### src/rtl/ifu_fetch_if.sv
`default_nettype none
// ============================================================================
// Module      : ifu_fetch_if
// Description : Bundles the fetch unit's signals: the instruction-memory
//               request/response channel, the decode-side instruction
//               handshake and the redirect input.
//               master = fetch unit side, slave = memory/pipeline side.
// Revision    : 1.0 - initial release
// ============================================================================
interface ifu_fetch_if #(
    parameter int XLEN = 64
);
    logic            imem_req_valid;
    logic            imem_req_ready;
    logic [XLEN-1:0] imem_req_addr;
    logic            imem_resp_valid;
    logic [31:0]     imem_resp_data;
    logic            inst_valid;
    logic            inst_ready;
    logic [31:0]     inst;
    logic [XLEN-1:0] inst_pc;
    logic            redirect_valid;
    logic [XLEN-1:0] redirect_pc;

    modport master (
        output imem_req_valid, imem_req_addr,
        input  imem_req_ready,
        input  imem_resp_valid, imem_resp_data,
        output inst_valid, inst, inst_pc,
        input  inst_ready,
        input  redirect_valid, redirect_pc
    );

    modport slave (
        input  imem_req_valid, imem_req_addr,
        output imem_req_ready,
        output imem_resp_valid, imem_resp_data,
        input  inst_valid, inst, inst_pc,
        output inst_ready,
        output redirect_valid, redirect_pc
    );
endinterface
`default_nettype wire

### src/rtl/ifu_fetch.sv
`default_nettype none
// ============================================================================
// Module      : ifu_fetch
// Description : Instruction fetch unit. Owns the fetch PC, keeps at most one
//               32-bit instruction read in flight, hands the fetched word and
//               its PC to decode, and flushes the stream on redirect.
//               Optional feature macro: IFU_PERF_CNT_EN adds the 64-bit
//               fetch_count output counting delivered instructions.
// Revision    : 1.0 - initial release
// ============================================================================
module ifu_fetch #(
    parameter int              XLEN     = 64,
    parameter logic [XLEN-1:0] RESET_PC = XLEN'(64'h0000_0000_8000_0000)
) (
    input  wire logic   clk,
    input  wire logic   rst,
    ifu_fetch_if.master bus
`ifdef IFU_PERF_CNT_EN
    ,
    output logic [63:0] fetch_count
`endif
);

    typedef enum logic [1:0] {
        S_IDLE = 2'd0,
        S_REQ  = 2'd1,
        S_WAIT = 2'd2,
        S_OUT  = 2'd3
    } state_t;

    localparam logic [31:0] c_nop = 32'h0000_0013;

    state_t          r_state;
    logic [XLEN-1:0] r_pc;
    logic            r_drop;     // one stale response still owed by memory
    logic [31:0]     r_inst;
    logic [XLEN-1:0] r_inst_pc;

    logic [XLEN-1:0] w_redirect_pc;
    logic [XLEN-1:0] w_pc_next;
    logic            w_unused_pc_lsb;

    // Redirect targets are forced to word alignment; the low bits are don't-care.
    assign w_redirect_pc   = {bus.redirect_pc[XLEN-1:2], 2'b00};
    assign w_unused_pc_lsb = ^bus.redirect_pc[1:0];
    assign w_pc_next       = r_pc + XLEN'(4);

    // Outputs are decoded from registered state only, so no input reaches them combinationally.
    assign bus.imem_req_valid = (r_state == S_REQ);
    assign bus.imem_req_addr  = r_pc;
    assign bus.inst_valid     = (r_state == S_OUT);
    assign bus.inst           = r_inst;
    assign bus.inst_pc        = r_inst_pc;

    // Fetch sequencer: request, wait for the single response, present it, advance.
    always_ff @(posedge clk or posedge rst) begin
        if (rst) begin
            r_state   <= S_IDLE;
            r_pc      <= RESET_PC;
            r_drop    <= 1'b0;
            r_inst    <= c_nop;
            r_inst_pc <= '0;
        end else begin
            // A redirect always retargets the PC, whatever the state.
            if (bus.redirect_valid) begin
                r_pc <= w_redirect_pc;
            end
            case (r_state)
                S_IDLE: begin
                    r_state <= S_REQ;
                end
                S_REQ: begin
                    // The old request is still accepted if ready coincides with
                    // a redirect; its response must then be thrown away.
                    if (bus.imem_req_ready) begin
                        r_state <= S_WAIT;
                        r_drop  <= bus.redirect_valid;
                    end
                end
                S_WAIT: begin
                    if (bus.imem_resp_valid) begin
                        if (r_drop || bus.redirect_valid) begin
                            r_drop  <= 1'b0;
                            r_state <= S_REQ;
                        end else begin
                            r_inst    <= bus.imem_resp_data;
                            r_inst_pc <= r_pc;
                            r_state   <= S_OUT;
                        end
                    end else if (bus.redirect_valid) begin
                        r_drop <= 1'b1;
                    end
                end
                S_OUT: begin
                    // With a coincident redirect the PC already took the target above.
                    if (bus.redirect_valid) begin
                        r_state <= S_REQ;
                    end else if (bus.inst_ready) begin
                        r_pc    <= w_pc_next;
                        r_state <= S_REQ;
                    end
                end
                default: begin
                    r_state <= S_IDLE;
                end
            endcase
        end
    end

`ifdef IFU_PERF_CNT_EN
    // Count every delivered instruction, including one delivered alongside a redirect.
    always_ff @(posedge clk or posedge rst) begin
        if (rst) begin
            fetch_count <= 64'd0;
        end else if (bus.inst_valid && bus.inst_ready) begin
            fetch_count <= fetch_count + 64'd1;
        end
    end
`endif

endmodule
`default_nettype wire

### src/flat_wrapper.sv
// flat-port wrapper written by rule: the top's interface ports become plain ports
module ifu_fetch_flat 
#(
    parameter int              XLEN     = 64,
    parameter logic [XLEN-1:0] RESET_PC = XLEN'(64'h0000_0000_8000_0000)
)
  (clk, rst, bus_imem_req_valid, bus_imem_req_addr, bus_imem_req_ready, bus_imem_resp_valid, bus_imem_resp_data, bus_inst_valid, bus_inst, bus_inst_pc, bus_inst_ready, bus_redirect_valid, bus_redirect_pc);
  ifu_fetch_if #(.XLEN(XLEN)) bus_i ();
  input  wire logic clk;
  input  wire logic rst;
  output wire logic [$bits(bus_i.imem_req_valid)-1:0] bus_imem_req_valid;
  output wire logic [$bits(bus_i.imem_req_addr)-1:0] bus_imem_req_addr;
  input wire logic [$bits(bus_i.imem_req_ready)-1:0] bus_imem_req_ready;
  input wire logic [$bits(bus_i.imem_resp_valid)-1:0] bus_imem_resp_valid;
  input wire logic [$bits(bus_i.imem_resp_data)-1:0] bus_imem_resp_data;
  output wire logic [$bits(bus_i.inst_valid)-1:0] bus_inst_valid;
  output wire logic [$bits(bus_i.inst)-1:0] bus_inst;
  output wire logic [$bits(bus_i.inst_pc)-1:0] bus_inst_pc;
  input wire logic [$bits(bus_i.inst_ready)-1:0] bus_inst_ready;
  input wire logic [$bits(bus_i.redirect_valid)-1:0] bus_redirect_valid;
  input wire logic [$bits(bus_i.redirect_pc)-1:0] bus_redirect_pc;
  assign bus_imem_req_valid = bus_i.imem_req_valid;
  assign bus_imem_req_addr = bus_i.imem_req_addr;
  assign bus_i.imem_req_ready = bus_imem_req_ready;
  assign bus_i.imem_resp_valid = bus_imem_resp_valid;
  assign bus_i.imem_resp_data = bus_imem_resp_data;
  assign bus_inst_valid = bus_i.inst_valid;
  assign bus_inst = bus_i.inst;
  assign bus_inst_pc = bus_i.inst_pc;
  assign bus_i.inst_ready = bus_inst_ready;
  assign bus_i.redirect_valid = bus_redirect_valid;
  assign bus_i.redirect_pc = bus_redirect_pc;
  ifu_fetch #(.XLEN(XLEN), .RESET_PC(RESET_PC)) u_core (.clk(clk), .rst(rst), .bus(bus_i));
endmodule
### config.mk
export PLATFORM = sky130hd
export DESIGN_NAME = ifu_fetch_flat
export DESIGN_NICKNAME = d
export VERILOG_FILES = /design/src/rtl/ifu_fetch_if.sv /design/src/rtl/ifu_fetch.sv /design/src/flat_wrapper.sv
export SDC_FILE = /design/constraint.sdc
export NUM_CORES = 1
export LEC_CHECK = 0
export ABC_AREA = 1
export CORE_ASPECT_RATIO = 0.8
export CORE_MARGIN = 2
export CORE_UTILIZATION = 48
export DETAILED_ROUTE_END_ITERATION = 12
export PLACE_DENSITY = 0.93
export SLEW_MARGIN = 25
export SYNTH_ARGS = -nofsm -noshare
export SYNTH_HDL_FRONTEND = slang
export SYNTH_SLANG_ARGS = --single-unit
### constraint.sdc
create_clock -name clk -period 6.32 [get_ports clk]
set_input_delay 1.264 -clock clk [delete_from_list [all_inputs] [get_ports clk]]
set_output_delay 1.264 -clock clk [all_outputs]
set_load 0.1 [all_outputs]
==> impl_metrics.py <==
metrics = {
    "timing": {
        "fmax_ghz": 0.2794,
        "grt_setup_unrepaired": "false",
        "min_period_over_period": 0.5662,
        "drv_slew": 0,
        "setup_tns_ns": 0,
        "clock_skew_ns": 0.008769,
        "tightest_slew_ns": 1.042,
        "fin_crit_ns": 3.578,
        "hold_violations": 0,
        "slew_headroom": 0.3031,
        "fin_ws_ns": 2.742,
        "setup_viol_count_final": 0,
    },
    "routing": {
        "drtIter0Drc": 710,
        "remaining_drc_errors": 0,
        "finalWirelength_um": 29950,
        "antenna_left": 0,
        "dr.pass1.iters": 5,
        "vias": 8460,
        "avgViaCountPerCell": 5.508,
        "avgRoutedWirePerCell_um": 19.50,
    },
    "floorplanning": {
        "dieHeight_um": 123.4,
        "start_util": 0.4919,
        "rows": 43,
        "die_area_sq_mm": 0.01890,
        "coreArea_sq_mm": 0.01738,
        "num_io_pins": 264,
        "die_w_um": 153.2,
    },
    "yosys": {
        "syn_area_sq_mm": 0.008548,
        "yosys.area.top_type": "dfrtp_1",
        "async_reset_ff_frac": 1.000,
        "synthMuxAreaShare": 0.04874,
        "yosysMostFrequentCell": "nand2_1",
        "synth-xor-area-share": 0.02254,
        "synthSimpleGateAreaFrac": 0.2497,
        "yosysSeqAreaShare": 0.4778,
        "synth_area_per_cell_sq_um": 8.172,
        "synth_top_area_frac": 0.4655,
        "syn_nets": 1153,
        "synth-compound-area-share": 0.1212,
        "synthAdderAreaFrac": 0.007319,
        "yosysWarnings": 0,
        "synth_common_cells": "277 x nand2_1, 159 x dfrtp_1, 116 x inv_1, 110 x nor2_1, 71 x o21ai_0",
        "synth_area_leaders": "dfrtp_1 47%, nand2_1 12%, inv_1 5.1%",
        "synth-edff-count": 0,
        "synth_flop_cell": "dfrtp_1",
        "netlist_instances": 1046,
        "ys_ff_latch": 163,
        "synth_cell_type_count": 37,
        "synth_top_family_by_area": "simple AND/OR/NAND/NOR gates",
    },
    "worst_setup_path": {
        "r2r_end": "u_core.bus.imem_req_addr[62]",
        "worstReg2RegStart": "u_core.bus.imem_req_addr[2]",
        "worstPathArrival_ns": 2.31,
        "reg2reg_setup_slack_ns": 4.13,
        "worst-setup-path-type": "reg -> out",
        "crit_fanout": 3,
        "worstSetupEndpointType": "primary output",
        "crit_required_ns": 5.06,
        "reg2reg_depth": 10,
        "worstSetupStartpointType": "flip-flop",
    },
    "worst_hold_path": {
        "holdPathEnd": "u_core.bus.inst_pc[21]",
        "hold_depth": 2,
        "hold_path_class": "reg -> reg",
        "hold_start": "u_core.bus.inst_pc[21]",
    },
    "cts": {
        "holdBufCountCts": 0,
        "post_cts_buffers": 0,
        "clockBufferDepth": 2,
        "cts_buffers": 17,
        "cts_root_buffer": "clkbuf_16",
        "clk_pin_slew_worst_paths_ns": 0.06,
        "cts_tree": "yes",
        "numClockSinks": 163,
        "clk-insertion-delay-late_ns": 0.43,
        "cts.htree.levels": 4,
        "ctsResizeCount": 0,
    },
    "power": {
        "comb_power_share": 0.590,
        "clkPwrFrac": 0.163,
        "p_seq_frac": 0.247,
        "swShare": 0.5664,
        "p_int_uw": 2921,
        "peakVddDrop_uv": 415.5,
        "power_switching_uw": 3815,
        "power_density_mw_per_mm2": 561.6,
        "power.leakage_uw": 0.005465,
    },
    "layout": {
        "antenna_cells": 0,
        "drive_gt1_frac": 0.09611,
        "area_delta_synth_final_pct": 40.33,
        "final_cells": 1536,
        "nNetsFinal": 1405,
        "fill_cells": 1351,
    },
    "placed_design": {
        "dpl.hpwl_um": 22390,
        "dpl.cell_count": 1503,
        "post-place-ws_ns": 2.571,
        "port_buffers": 261,
        "gp_congestion": 0.9615,
    },
    "run": {
        "max_cap_violations": 0,
    },
    "global_route": {
        "grt_overflow": 0,
        "grtUsageTotal": 0.3199,
        "grt_pass1_wl_um": 46510,
        "grt_max_degree": 93,
        "grt_pass1_vias": 8243,
        "antenna_found_initial": 0,
    },
    "outcome": {
        "status": "completed",
    },
}
-- per-stage QoR --
stage	instance area, sq um	hold slack (ns)	power [uW]	utilization
3_3_place_gp	11360	0.4657	5563	0.6535
6_report	12000	0.4872	6736	0.6903
5_1_grt	12000	0.5150	6972	0.6903
3_5_place_dp	11360	0.4742	5638	0.6535
4_1_cts	11980	0.4896	6743	0.6891
2_1_floorplan	8548	0.4540	4632	-
-- power by group through the flow --
stage / clock (uW) / combinational [uW] / sequential [uW]
finish: 1100 / 3970 / 1660
global route: 1150 / 4110 / 1710
CTS: 1110 / 3980 / 1660
detailed placement: 0 / 3970 / 1670
global placement: 0 / 3920 / 1650
floorplan: 0 / 623 / 4010
-- critical path: stages (launching register included) --
cell and delay (ns):
dfrtp_1 0.42, inv_1 0.12, ha_1 0.20, clkdlybuf4s50_1 1.15
-- flip-flops by register name, summed over array words and instances (netlist names) --
register / flops
u_core.r_state: 2
u_core.bus.inst_pc: 64
u_core.bus.imem_req_addr: 64
u_core.r_drop: 1
u_core.bus.inst: 32
-- logic make-up after synthesis --
| group | after synthesis |
|---|---|
| adders and majority gates | 5 |
| muxes | 37 |
| DFF | 163 |
| and+or+nand+nor | 491 |
| xor gates and xnor gates | 22 |
| AOI/OAI and AO/OA | 172 |
| buffers and inverters | 156 |
-- area by class of cell --
cell class / count / area (sq um) / share of cell area
clock buffer: 21 / 470.5 / 0.03922
clock inverter: 11 / 148.9 / 0.01241
inverter: 120 / 455.4 / 0.03797
multi-input combinational: 727 / 3857 / 0.3216
sequential: 163 / 4084 / 0.3405
tap: 225 / 281.5 / 0.02347
timing repair buffer: 269 / 2698 / 0.2249
-- cell usage in the layout, fill, tap and decap left out, types with 5 or more instances in the layout --
cell type / count
a21oi_1: 8
o21ai_1: 6
ha_1: 5
o21bai_1: 23
clkbuf_16: 17
nor2_1: 109
xor2_1: 21
buf_4: 6
inv_1: 115
mux2_2: 37
nand4_1: 12
nand2_2: 13
o21ai_0: 71
nand3_1: 46
nor2_4: 6
o22ai_1: 37
a22oi_1: 15
clkdlybuf4s50_1: 261
dfrtp_1: 159
nand2_1: 277
nor2_2: 13
-- routing by layer --
layer  share of wire  wire [um]  GRT usage  up-vias
met3           0.096       2868    0.09078       47
met5               0          0          0        -
li1                -          -          -     3909
met4           0.021        639    0.09664        0
met1            0.43      12790     0.4295     4053
met2            0.46      13650     0.5092      451
-- worst max path at each step --
| stage | start | endpoint | slack [ns] | depth (start not counted) |
|---|---|---|---|---|
| detailed placement | bus_redirect_valid | u_core.bus.inst_pc[2] | 2.57 | 6 |
| CTS | u_core.r_state[1] | bus_imem_req_valid | 2.74 | 3 |
| global route | u_core.r_state[1] | bus_imem_req_valid | 2.66 | 3 |
| floorplan | rst | u_core.bus.imem_req_addr[0] | 0.66 | 1 |
| global placement | bus_redirect_valid | u_core.bus.inst[20] | 2.66 | 5 |
| finish | u_core.r_state[1] | bus_imem_req_valid | 2.74 | 3 |
(Power assumes the default switching activity.)
